<file path="config.mk">
export PLATFORM = sky130hd
export DESIGN_NAME = vsync_timing_gen_flat
export DESIGN_NICKNAME = d
export VERILOG_FILES = /design/src/rtl/vsync_pkg.sv /design/src/rtl/vsync_timing_gen_if.sv /design/src/rtl/vsync_cfg_shadow.sv /design/src/rtl/vsync_timing_gen.sv /design/src/flat_wrapper.sv
export SDC_FILE = /design/constraint.sdc
export NUM_CORES = 1
export LEC_CHECK = 0
export ABC_AREA = 1
export BUFFER_PORTS_ARGS = -buffer_cell sky130_fd_sc_hd__buf_4
export CORE_ASPECT_RATIO = 1.2
export CORE_UTILIZATION = 34
export CTS_CLUSTER_DIAMETER = 150
export CTS_CLUSTER_SIZE = 24
export DETAILED_ROUTE_END_ITERATION = 6
export PLACE_DENSITY = 0.62
export SLEW_MARGIN = 30
export SYNTH_ARGS = -nofsm -noshare
export SYNTH_HDL_FRONTEND = slang
export SYNTH_SLANG_ARGS = --single-unit
</file>
<file path="constraint.sdc">
create_clock -name clock -period 1.4 [get_ports clock]
set_input_delay 0.42 -clock clock [delete_from_list [all_inputs] [get_ports clock]]
set_output_delay 0.42 -clock clock [all_outputs]
set_load 0.03 [all_outputs]
</file>
<file path="src/rtl/vsync_pkg.sv">
// rtl/vsync_pkg.sv - shared states and standard timing sets for the vertical timing generator
package vsync_pkg;

    typedef enum logic [1:0] {
        VS_ACTIVE = 2'd0,
        VS_FRONT  = 2'd1,
        VS_SYNC   = 2'd2,
        VS_BACK   = 2'd3
    } vsState_t;

    typedef struct packed {
        int active;
        int front;
        int syncLen;
        int back;
    } vsTiming_t;

    localparam vsTiming_t TIMING_1080P60 = '{active: 1080, front: 4, syncLen: 5, back: 36};
    localparam vsTiming_t TIMING_720P60  = '{active: 720,  front: 5, syncLen: 5, back: 20};

    function automatic int timingTotal(input vsTiming_t t);
        return t.active + t.front + t.syncLen + t.back;
    endfunction

endpackage

</file>
<file path="src/rtl/vsync_timing_gen_if.sv">
// rtl/vsync_timing_gen_if.sv - line strobe in, vertical timing out; cfg signals under VSYNC_RUNTIME_CFG_EN
interface vsync_timing_gen_if #(
    parameter int busWidth = 11
);
    logic                lineEnd;
    logic [busWidth-1:0] lineCount;
    logic                vSyncPulse;
    logic                vActive;
    logic                frameStart;
    logic                frameEnd;
`ifdef VSYNC_RUNTIME_CFG_EN
    logic [busWidth-1:0] cfgActive;
    logic [busWidth-1:0] cfgFront;
    logic [busWidth-1:0] cfgSync;
    logic [busWidth-1:0] cfgBack;
    logic                cfgLoad;
    logic                cfgPending;

    modport master (
        input  lineEnd, cfgActive, cfgFront, cfgSync, cfgBack, cfgLoad,
        output lineCount, vSyncPulse, vActive, frameStart, frameEnd, cfgPending
    );
    modport slave (
        output lineEnd, cfgActive, cfgFront, cfgSync, cfgBack, cfgLoad,
        input  lineCount, vSyncPulse, vActive, frameStart, frameEnd, cfgPending
    );
`else
    modport master (
        input  lineEnd,
        output lineCount, vSyncPulse, vActive, frameStart, frameEnd
    );
    modport slave (
        output lineEnd,
        input  lineCount, vSyncPulse, vActive, frameStart, frameEnd
    );
`endif
endinterface

</file>
<file path="src/rtl/vsync_cfg_shadow.sv">
// rtl/vsync_cfg_shadow.sv - shadow/live timing registers committed at frame wrap (VSYNC_RUNTIME_CFG_EN)
module vsync_cfg_shadow #(
    parameter int busWidth  = 11,
    parameter int defActive = 1080,
    parameter int defFront  = 4,
    parameter int defSync   = 5,
    parameter int defBack   = 36
) (
    input  logic                clock,
    input  logic                reset,
    input  logic                commit,
    input  logic                cfgLoad,
    input  logic [busWidth-1:0] cfgActive,
    input  logic [busWidth-1:0] cfgFront,
    input  logic [busWidth-1:0] cfgSync,
    input  logic [busWidth-1:0] cfgBack,
    output logic [busWidth-1:0] liveActive,
    output logic [busWidth-1:0] liveFront,
    output logic [busWidth-1:0] liveSync,
    output logic [busWidth-1:0] liveBack,
    output logic                cfgPending
);
    localparam logic [busWidth+1:0] maxTotal = {2'b00, {busWidth{1'b1}}};

    logic [busWidth-1:0] shActive, shFront, shSync, shBack;
    logic [busWidth+1:0] shTotal;
    logic                shValid;

    // Two guard bits so the sum of four fields cannot wrap before the range check.
    assign shTotal = {2'b00, shActive} + {2'b00, shFront} + {2'b00, shSync} + {2'b00, shBack};
    assign shValid = (shActive != '0) && (shSync != '0) && (shTotal <= maxTotal);

    always_ff @(posedge clock) begin
        if (reset) begin
            shActive   <= busWidth'(defActive);
            shFront    <= busWidth'(defFront);
            shSync     <= busWidth'(defSync);
            shBack     <= busWidth'(defBack);
            liveActive <= busWidth'(defActive);
            liveFront  <= busWidth'(defFront);
            liveSync   <= busWidth'(defSync);
            liveBack   <= busWidth'(defBack);
            cfgPending <= 1'b0;
        end else begin
            if (commit && cfgPending) begin
                if (shValid) begin
                    liveActive <= shActive;
                    liveFront  <= shFront;
                    liveSync   <= shSync;
                    liveBack   <= shBack;
                end
                cfgPending <= 1'b0;
            end
            // A load coinciding with the wrap stays pending for the following frame.
            if (cfgLoad) begin
                shActive   <= cfgActive;
                shFront    <= cfgFront;
                shSync     <= cfgSync;
                shBack     <= cfgBack;
                cfgPending <= 1'b1;
            end
        end
    end
endmodule

</file>
<file path="src/rtl/vsync_timing_gen.sv">
// rtl/vsync_timing_gen.sv - vertical timing generator; VSYNC_RUNTIME_CFG_EN adds frame-synchronous timing reload
module vsync_timing_gen
    import vsync_pkg::*;
#(
    parameter int busWidth     = 11,
    parameter int activeLines  = TIMING_1080P60.active,
    parameter int frontPorch   = TIMING_1080P60.front,
    parameter int syncLines    = TIMING_1080P60.syncLen,
    parameter int backPorch    = TIMING_1080P60.back,
    parameter bit syncPolarity = 1'b1
) (
    input logic              clock,
    input logic              reset,
    vsync_timing_gen_if.master bus
);
    localparam int total = activeLines + frontPorch + syncLines + backPorch;

    if (activeLines < 1 || syncLines < 1 || frontPorch < 0 || backPorch < 0
        || total > (2 ** busWidth) - 1) begin : gBadTiming
        $error("vsync_timing_gen: invalid timing parameters");
    end

    vsState_t            state, stateNext;
    logic [busWidth-1:0] lineCount, countNext;
    logic                vActiveR, vSyncR, frameStartR, frameEndR;
    logic                vActiveNext, vSyncNext, frameStartNext, frameEndNext;
    logic [busWidth-1:0] endActive, endFront, endSync, lastLine;
    logic                frontEmpty;
    logic                wrap;

`ifdef VSYNC_RUNTIME_CFG_EN
    logic [busWidth-1:0] liveActive, liveFront, liveSync, liveBack;

    vsync_cfg_shadow #(
        .busWidth (busWidth),
        .defActive(activeLines),
        .defFront (frontPorch),
        .defSync  (syncLines),
        .defBack  (backPorch)
    ) uShadow (
        .clock     (clock),
        .reset     (reset),
        .commit    (wrap),
        .cfgLoad   (bus.cfgLoad),
        .cfgActive (bus.cfgActive),
        .cfgFront  (bus.cfgFront),
        .cfgSync   (bus.cfgSync),
        .cfgBack   (bus.cfgBack),
        .liveActive(liveActive),
        .liveFront (liveFront),
        .liveSync  (liveSync),
        .liveBack  (liveBack),
        .cfgPending(bus.cfgPending)
    );

    assign endActive  = liveActive - busWidth'(1);
    assign endFront   = endActive + liveFront;
    assign endSync    = endFront + liveSync;
    assign lastLine   = endSync + liveBack;
    assign frontEmpty = (liveFront == '0);
`else
    assign endActive  = busWidth'(activeLines - 1);
    assign endFront   = busWidth'(activeLines + frontPorch - 1);
    assign endSync    = busWidth'(activeLines + frontPorch + syncLines - 1);
    assign lastLine   = busWidth'(total - 1);
    assign frontEmpty = (frontPorch == 0);
`endif

    assign wrap = bus.lineEnd && (lineCount == lastLine);

    // An empty back porch needs no special case: the sync end is then the wrap line.
    always_comb begin
        stateNext      = state;
        countNext      = lineCount;
        frameStartNext = 1'b0;
        frameEndNext   = 1'b0;
        if (bus.lineEnd) begin
            if (wrap) begin
                countNext      = '0;
                stateNext      = VS_ACTIVE;
                frameStartNext = 1'b1;
            end else begin
                countNext = lineCount + busWidth'(1);
                unique case (state)
                    VS_ACTIVE: if (lineCount == endActive) begin
                        frameEndNext = 1'b1;
                        stateNext    = frontEmpty ? VS_SYNC : VS_FRONT;
                    end
                    VS_FRONT:  if (lineCount == endFront) stateNext = VS_SYNC;
                    VS_SYNC:   if (lineCount == endSync)  stateNext = VS_BACK;
                    VS_BACK:   stateNext = state;
                endcase
            end
        end
        vActiveNext = (stateNext == VS_ACTIVE);
        vSyncNext   = (stateNext == VS_SYNC) ? syncPolarity : ~syncPolarity;
    end

    always_ff @(posedge clock) begin
        if (reset) begin
            state       <= VS_ACTIVE;
            lineCount   <= '0;
            vActiveR    <= 1'b1;
            vSyncR      <= ~syncPolarity;
            frameStartR <= 1'b0;
            frameEndR   <= 1'b0;
        end else begin
            state       <= stateNext;
            lineCount   <= countNext;
            vActiveR    <= vActiveNext;
            vSyncR      <= vSyncNext;
            frameStartR <= frameStartNext;
            frameEndR   <= frameEndNext;
        end
    end

    assign bus.lineCount  = lineCount;
    assign bus.vActive    = vActiveR;
    assign bus.vSyncPulse = vSyncR;
    assign bus.frameStart = frameStartR;
    assign bus.frameEnd   = frameEndR;
endmodule

</file>
<file path="src/flat_wrapper.sv">
// flat-port wrapper written by rule: the top's interface ports become plain ports
module vsync_timing_gen_flat import vsync_pkg::*;
#(
    parameter int busWidth     = 11,
    parameter int activeLines  = TIMING_1080P60.active,
    parameter int frontPorch   = TIMING_1080P60.front,
    parameter int syncLines    = TIMING_1080P60.syncLen,
    parameter int backPorch    = TIMING_1080P60.back,
    parameter bit syncPolarity = 1'b1
)
  (clock, reset, bus_lineEnd, bus_lineCount, bus_vSyncPulse, bus_vActive, bus_frameStart, bus_frameEnd);
  vsync_timing_gen_if #(.busWidth(busWidth)) bus_i ();
  input logic clock;
  input logic reset;
  input wire logic [$bits(bus_i.lineEnd)-1:0] bus_lineEnd;
  output wire logic [$bits(bus_i.lineCount)-1:0] bus_lineCount;
  output wire logic [$bits(bus_i.vSyncPulse)-1:0] bus_vSyncPulse;
  output wire logic [$bits(bus_i.vActive)-1:0] bus_vActive;
  output wire logic [$bits(bus_i.frameStart)-1:0] bus_frameStart;
  output wire logic [$bits(bus_i.frameEnd)-1:0] bus_frameEnd;
  assign bus_i.lineEnd = bus_lineEnd;
  assign bus_lineCount = bus_i.lineCount;
  assign bus_vSyncPulse = bus_i.vSyncPulse;
  assign bus_vActive = bus_i.vActive;
  assign bus_frameStart = bus_i.frameStart;
  assign bus_frameEnd = bus_i.frameEnd;
  vsync_timing_gen #(.busWidth(busWidth), .activeLines(activeLines), .frontPorch(frontPorch), .syncLines(syncLines), .backPorch(backPorch), .syncPolarity(syncPolarity)) u_core (.clock(clock), .reset(reset), .bus(bus_i));
endmodule
</file>
==> run_results.csv, run 1 <==
group,metric,value,unit
setup_path,slowest_stage,"dfxtp_4",
floorplanning,dieArea,0.00275,sq mm
setup_path,cp_max_fo,5,
yosys,synth_most_common_cell,"nand2_1",
power_and_ir_drop,power.density,687,mW/mm^2
clock_tree,cts_tree,"yes",
finish,antenna_cells,0,
setup_path,cp.required,1.59,ns
floorplanning,core-area,0.00235,sq mm
clock_tree,h-tree-depth,1,
timing,tightest_slew,0.224,ns
clock_tree,cts-root-buf,"clkbuf_4",
placed_design,dp.cells,169,
clock_tree,cts_made_buffers,3,
yosys,synth-async-reset-ratio,0,
timing,setup_viol,0,
power_and_ir_drop,p_comb_frac,0.110,
setup_path,cp_common_cell,"nand2_2",
clock_tree,clkSlewWorstSetupHoldPaths,0.11,ns
yosys,syn-cell-area,863,sq um
timing,hold_violations,0,
yosys,post-synth-top-area-cell,"dfxtp_1",
global_route,antenna_found_initial,0,
placed_design,dp_hpwl,1440,microns
timing,grt_setup_unrepaired,"true",
flow_run,timing.max_cap.violations,0,
global_route,grt_max_degree,11,
timing,fin_skew,0.00867,ns
yosys,synth_fp_nets,120,
power_and_ir_drop,seq_power_share,0.583,
yosys,synth.top_cells.by_area,"dfxtp_1 39%, nand2_1 8.3%, nor2_1 6.5%",
worst_hold_path,worstHoldStart,"reset",
yosys,syn_area_per_cell,7.51,sq um
placed_design,postPlaceCellArea,0.00109,sq mm
detailed_routing,totalWireLength,2040,microns
clock_tree,ctsHoldBuffers,0,
power_and_ir_drop,intPower,0.000635,W
clock_tree,clock_sinks,17,
timing,fmax,0.733,GHz
detailed_routing,drc,0,
placed_design,portBuffers,17,
worst_hold_path,holdCritPathClass,"in2reg",
setup_path,critPathBufInv,1,
clock_tree,clock_latency,0.29,ns
setup_path,start_kind,"flop",
timing,min_period,1.36,ns
global_route,grt.total_usage,0.165,
yosys,synth_cell_types,26,
floorplanning,io_pins,18,
finish,fin_cells,179,
global_route,grt_pass1_wl,3240,microns
global_route,grt_pass1_vias,831,
setup_path,endpoint_kind,"flop",
yosys,syn-instance-count,115,
timing,maxSlewViolCount,0,
finish,area_delta_synth_final,43.5,%
detailed_routing,antenna_left,0,
yosys,yosysWarnings,0,
floorplanning,rows,19,
finish,stdcell_area,0.00124,sq mm
power_and_ir_drop,clock_power_share,0.307,
floorplanning,start_util,0.367,
setup_path,crit_family,"simple AND/OR/NAND/NOR gates",
setup_path,worstSetupPathType,"reg2reg",
timing,slew_headroom,0.850,
global_route,grt_remaining_overflow,0,
setup_path,crit_chain,"inv_4, ha_4, nand3_2, nor2_2, nand2_2, nand2_2, nor2_2, nand2_2, and3_1",
detailed_routing,viasPerCell,4.66,
power_and_ir_drop,irDropWorstVdd,566,uV
yosys,synth_commonest_cells,"19 x nand2_1, 17 x dfxtp_1, 15 x nor2_1, 14 x inv_1, 10 x a21oi_1",
power_and_ir_drop,switching_share,0.255,
placed_design,place_congestion,0.801,
yosys,synth_edf_count,0,
power_and_ir_drop,leakage,0.508,nW
setup_path,cp_slowest_stage_delay,0.41,ns
setup_path,setup.worst_path.start,"u_core.bus.lineCount[1]",
timing,post-route-period-util,0.975,
finish,layout-drive-gt1-share,0.480,
detailed_routing,vias,835,
detailed_routing,first_pass_iters,3,
setup_path,crit_arrival,1.56,ns
clock_tree,clk_path_buf_depth,2,
floorplanning,die_h,57.2,microns
setup_path,reg2reg_from,"u_core.bus.lineCount[1]",
yosys,ys_seq_elements,17,
yosys,synth_top_area_frac,0.394,
timing,fin_setup_tns,0,ns
power_and_ir_drop,power.switching,0.000217,W
outcome,status,"finished, final reports clean",
yosys,synth-seq-area-share,0.394,
detailed_routing,drt_iter0_markers,19,
floorplanning,die_w,48,microns
yosys,synth_flop_cell,"dfxtp_1",
finish,fin_nets,154,
detailed_routing,wire_per_inst,11.4,microns
-- power by group through the flow --
| stage | clock (W) | combinational [W] | sequential, W |
|---|---|---|---|
| CTS | 0.000272 | 0.0000752 | 0.000495 |
| finish | 0.000262 | 0.0000934 | 0.000496 |
| floorplan | 0 | 0.0000324 | 0.000515 |
| global route | 0.000295 | 0.000104 | 0.000498 |
| global placement | 0 | 0.0000696 | 0.000506 |
| detailed placement | 0 | 0.0000696 | 0.000507 |
-- worst paths after layout --
kind	end	slack, ns	cells after the start
worst min register to register	u_core.state[1]	0.53	2
worst min-delay path	u_core.bus.lineCount[1]	0.32	2
worst max-delay path	u_core.bus.vSyncPulse	0.04	9
worst max register to register	u_core.bus.vSyncPulse	0.04	9
-- layer usage --
| metal | vias to the layer above | part of all wire | track usage |
|---|---|---|---|
| met4 | 0 | 0.0078 | 0.0992 |
| met5 | - | 0 | 0 |
| met2 | 14 | 0.55 | 0.268 |
| met1 | 384 | 0.42 | 0.189 |
| li1 | 435 | - | - |
| met3 | 2 | 0.028 | 0.0316 |
-- kinds of logic after synthesis --
kind of cell / after synthesis / synth area share
xor gates and xnor gates: 1 / 0.0101
and+or+nand+nor: 62 / 0.383
buffers and inverters: 17 / 0.0754
AOI/OAI and AO/OA: 16 / 0.109
DFF: 17 / 0.394
adders and majority gates: 2 / 0.0290
-- metrics by stage --
stage          setup slack [ns]  power [W]   util  hold WS [ns]
3_5_place_dp            -0.0341   0.000577  0.464         0.507
5_1_grt                 -0.0640   0.000898  0.526         0.311
3_3_place_gp            -0.0254   0.000576  0.464         0.497
2_1_floorplan          -0.00427   0.000548      -         0.479
4_1_cts                -0.00660   0.000842  0.486         0.315
6_report                 0.0356   0.000851  0.526         0.320
-- worst reg2reg max path: cells and delay by family, from the launching register on --
family | cells | cell delay (ns)
buf+inv | 1 | 0.05
fa+ha+maj | 1 | 0.16
simple gates | 7 | 0.66
flops | 1 | 0.41
-- final cells by class --
type	count	area [sq um]
Clock inverter	1	5.00
Multi-Input combinational cell	81	514
Inverter	16	65.1
Fill cell	230	1110
Sequential cell	17	357
Tap cell	31	38.8
Timing Repair Buffer	30	236
Clock buffer	3	22.5
-- cells in the final DEF, fill, tap and decap left out, types with 5 or more instances in the layout --
cell type,Yosys,routed
dfxtp_1,17,10
nor2_1,15,13
nand3_1,7,7
nand2_2,3,5
nand2_1,19,17
buf_4,0,27
inv_1,14,11
a21oi_1,10,10
-- flip-flops by register name, indices dropped and copies added, names as in the netlist, named ones only --
| register | flops |
|---|---|
| u_core.bus.frameStart | 1 |
| u_core.bus.vActive | 1 |
| u_core.state | 1 |
| u_core.bus.vSyncPulse | 1 |
| u_core.bus.frameEnd | 1 |
| u_core.bus.lineCount | 11 |
-- timing repair --
action | CTS | global route
gates resized for setup | 3 | 20
setup endpoints to repair | 7 | 13
buffers inserted | 3 | 3
pin swaps | 1 | 3
No activity file was read; power rests on OpenSTA's default activity.
==> run 2, diff against run 1 <==
--- a/config.mk
+++ b/config.mk
@@ -16,4 +16,5 @@
 export SLEW_MARGIN = 30
 export SYNTH_ARGS = -nofsm -noshare
 export SYNTH_HDL_FRONTEND = slang
+export SYNTH_HIERARCHICAL = 1
 export SYNTH_SLANG_ARGS = --single-unit
==> run_results.csv, run 2 <==
group,metric,value,unit
outcome,status,"finished, final reports clean",
clock_tree,clkSlewWorstSetupHoldPaths,0.10,ns
power_and_ir_drop,leakage,0.519,nW
floorplanning,dieArea,0.00268,sq mm
global_route,grt_max_degree,11,
detailed_routing,drt_iter0_markers,19,
timing,post-route-period-util,0.969,
timing,grt_setup_unrepaired,"true",
finish,stdcell_area,0.00120,sq mm
yosys,post-synth-top-area-cell,"dfxtp_1",
detailed_routing,viasPerCell,4.66,
detailed_routing,first_pass_iters,4,
clock_tree,cts_made_buffers,3,
timing,maxSlewViolCount,0,
placed_design,postPlaceCellArea,0.00110,sq mm
setup_path,crit_chain,"buf_4, buf_6",
flow_run,timing.max_cap.violations,0,
timing,slew_headroom,0.809,
detailed_routing,totalWireLength,1950,microns
detailed_routing,antenna_left,0,
timing,fin_setup_tns,0,ns
yosys,synth_commonest_cells,"34 x nand2_1, 21 x nor2_1, 19 x inv_1, 17 x dfxtp_1, 8 x a21oi_1",
finish,antenna_cells,0,
floorplanning,core-area,0.00231,sq mm
floorplanning,start_util,0.365,
clock_tree,clock_sinks,17,
global_route,grt.total_usage,0.171,
setup_path,endpoint_kind,"output port",
setup_path,cp_max_fo,4,
yosys,synth-seq-area-share,0.405,
finish,nFillCells,236,
yosys,synth_cell_types,16,
yosys,synth.top_cells.by_area,"dfxtp_1 40%, nand2_1 15%, nor2_1 9.4%",
yosys,ys_seq_elements,17,
detailed_routing,drc,0,
yosys,synth_fp_nets,131,
finish,regMostFlops,"u_core/bus.lineCount",
yosys,synth_top_area_frac,0.405,
finish,multi_input_area,499,sq um
clock_tree,clock_latency,0.30,ns
timing,hold_violations,0,
detailed_routing,wire_per_inst,10.4,microns
global_route,grt_pass1_vias,784,
yosys,syn_area_per_cell,6.67,sq um
placed_design,dp_hpwl,1510,microns
timing,setup_viol,0,
timing,min_period,1.36,ns
placed_design,portBuffers,17,
global_route,grt_remaining_overflow,0,
setup_path,r2r_setup_slack,0.07,ns
global_route,grt_pass1_wl,3280,microns
setup_path,cp_slowest_stage_delay,0.38,ns
floorplanning,die_h,56.5,microns
power_and_ir_drop,power.density,704,mW/mm^2
detailed_routing,vias,877,
setup_path,slowest_stage,"dfxtp_4",
floorplanning,die_w,47.4,microns
finish,seqCellArea,355,sq um
yosys,synth_most_common_cell,"nand2_1",
clock_tree,cts-root-buf,"clkbuf_4",
finish,final_common_cell,"nand2_1",
clock_tree,clk_path_buf_depth,2,
finish,layout-drive-gt1-share,0.357,
finish,fin_nets,163,
floorplanning,io_pins,18,
placed_design,place_congestion,0.910,
finish,area_delta_synth_final,42.6,%
yosys,synth_edf_count,0,
setup_path,start_kind,"flop",
yosys,synth-async-reset-ratio,0,
finish,final_cell_mix,"30 x nand2_1, 26 x buf_4, 18 x nor2_1",
finish,largest_reg_flops,11,
yosys,syn-instance-count,126,
setup_path,cp.required,0.98,ns
yosys,yosysWarnings,6,
global_route,antenna_found_initial,0,
power_and_ir_drop,finalPower,0.000843,W
timing,fmax,0.737,GHz
yosys,synth_flop_cell,"dfxtp_1",
setup_path,crit_arrival,0.94,ns
timing,tightest_slew,0.284,ns
clock_tree,cts_tree,"yes",
timing,fin_skew,0.00601,ns
worst_hold_path,holdCritPathClass,"in2reg",
power_and_ir_drop,irDropWorstVdd,625,uV
yosys,syn-cell-area,841,sq um
clock_tree,h-tree-depth,1,
floorplanning,rows,19,
setup_path,worstSetupPathType,"reg2out",
## run 2: cell count changes in the layout (fill, tap and decap cells not counted), sizes merged
cell,before,now
nand2,23,34
a21oi,12,8
nor2,20,24
buf,30,27
inv,16,19
nand3,11,9
and3,1,0
nand4,2,3
o21a,1,0
o21ai,3,4
## run 2: area by class of cell
| cell class | instances | share of cell area |
|---|---|---|
| sequential | 17 | 0.296 |
| multi-input combinational | 90 | 0.416 |
| clock inverter | 1 | 0.00418 |
| inverter | 19 | 0.0595 |
| clock buffer | 3 | 0.0188 |
| tap | 31 | 0.0324 |
| timing repair buffer | 27 | 0.172 |
## run 2: power breakdown
part	total (W)	leakage, nW	switching [W]	internal [W]
clock network	0.000268	0.0177	0.000162	0.000107
logic	0.0000803	0.360	0.0000472	0.0000332
registers	0.000495	0.141	0.00000863	0.000486
## run 2: path summary, 6_finish.rpt
| check | start | end | cells after the start |
|---|---|---|---|
| setup / recovery | u_core/bus.lineCount[1] | bus_lineCount[1] | 2 |
| hold / removal | reset | u_core/bus.lineCount[1] | 2 |
| setup reg to reg | u_core/bus.lineCount[2] | u_core/bus.lineCount[9] | 6 |
| hold reg to reg | u_core/bus.lineCount[7] | u_core/bus.lineCount[7] | 2 |
## run 2: kinds of logic (layout without fill, tap and decap cells)
logic type               count (synthesis)  in the layout  synth area share
AO/OA/AOI/OAI                           12             12            0.0714
adder cells (fa/ha/maj)                  2              2            0.0298
buffers and inverters                   19             50            0.0848
flip-flops                              17             17             0.405
XOR/XNOR                                 1              1            0.0104
AND/OR/NAND/NOR                         75             75             0.399
## run 2: routing by layer
layer  wire [microns]  GRT usage
met1              889      0.224
met2              912      0.252
met3               94     0.0289
met4               53     0.0980
met5                0          0
## run 2: worst max-delay path, delay by kind of cell, from the launching register on
family,cells,cell delay [ns]
flip-flops,1,0.38
buffers and inverters,2,0.27
## run 2: repair_timing
item,in CTS,in global routing
gates resized for setup,0,19
hold buffers,0,0
buffers inserted,0,1
endpoints found under the setup margin,0,15
## run 2: through the flow
stage	hold WS (ns)	worst slack [ns]	std cells	util
6_report	0.313	0.0432	188	0.520
5_1_grt	0.300	-0.0678	188	0.520
4_1_cts	0.306	0.0211	187	0.491
3_5_place_dp	0.499	-0.0529	183	0.479
3_3_place_gp	0.497	-0.0635	183	0.479
2_1_floorplan	0.479	0.0103	126	-
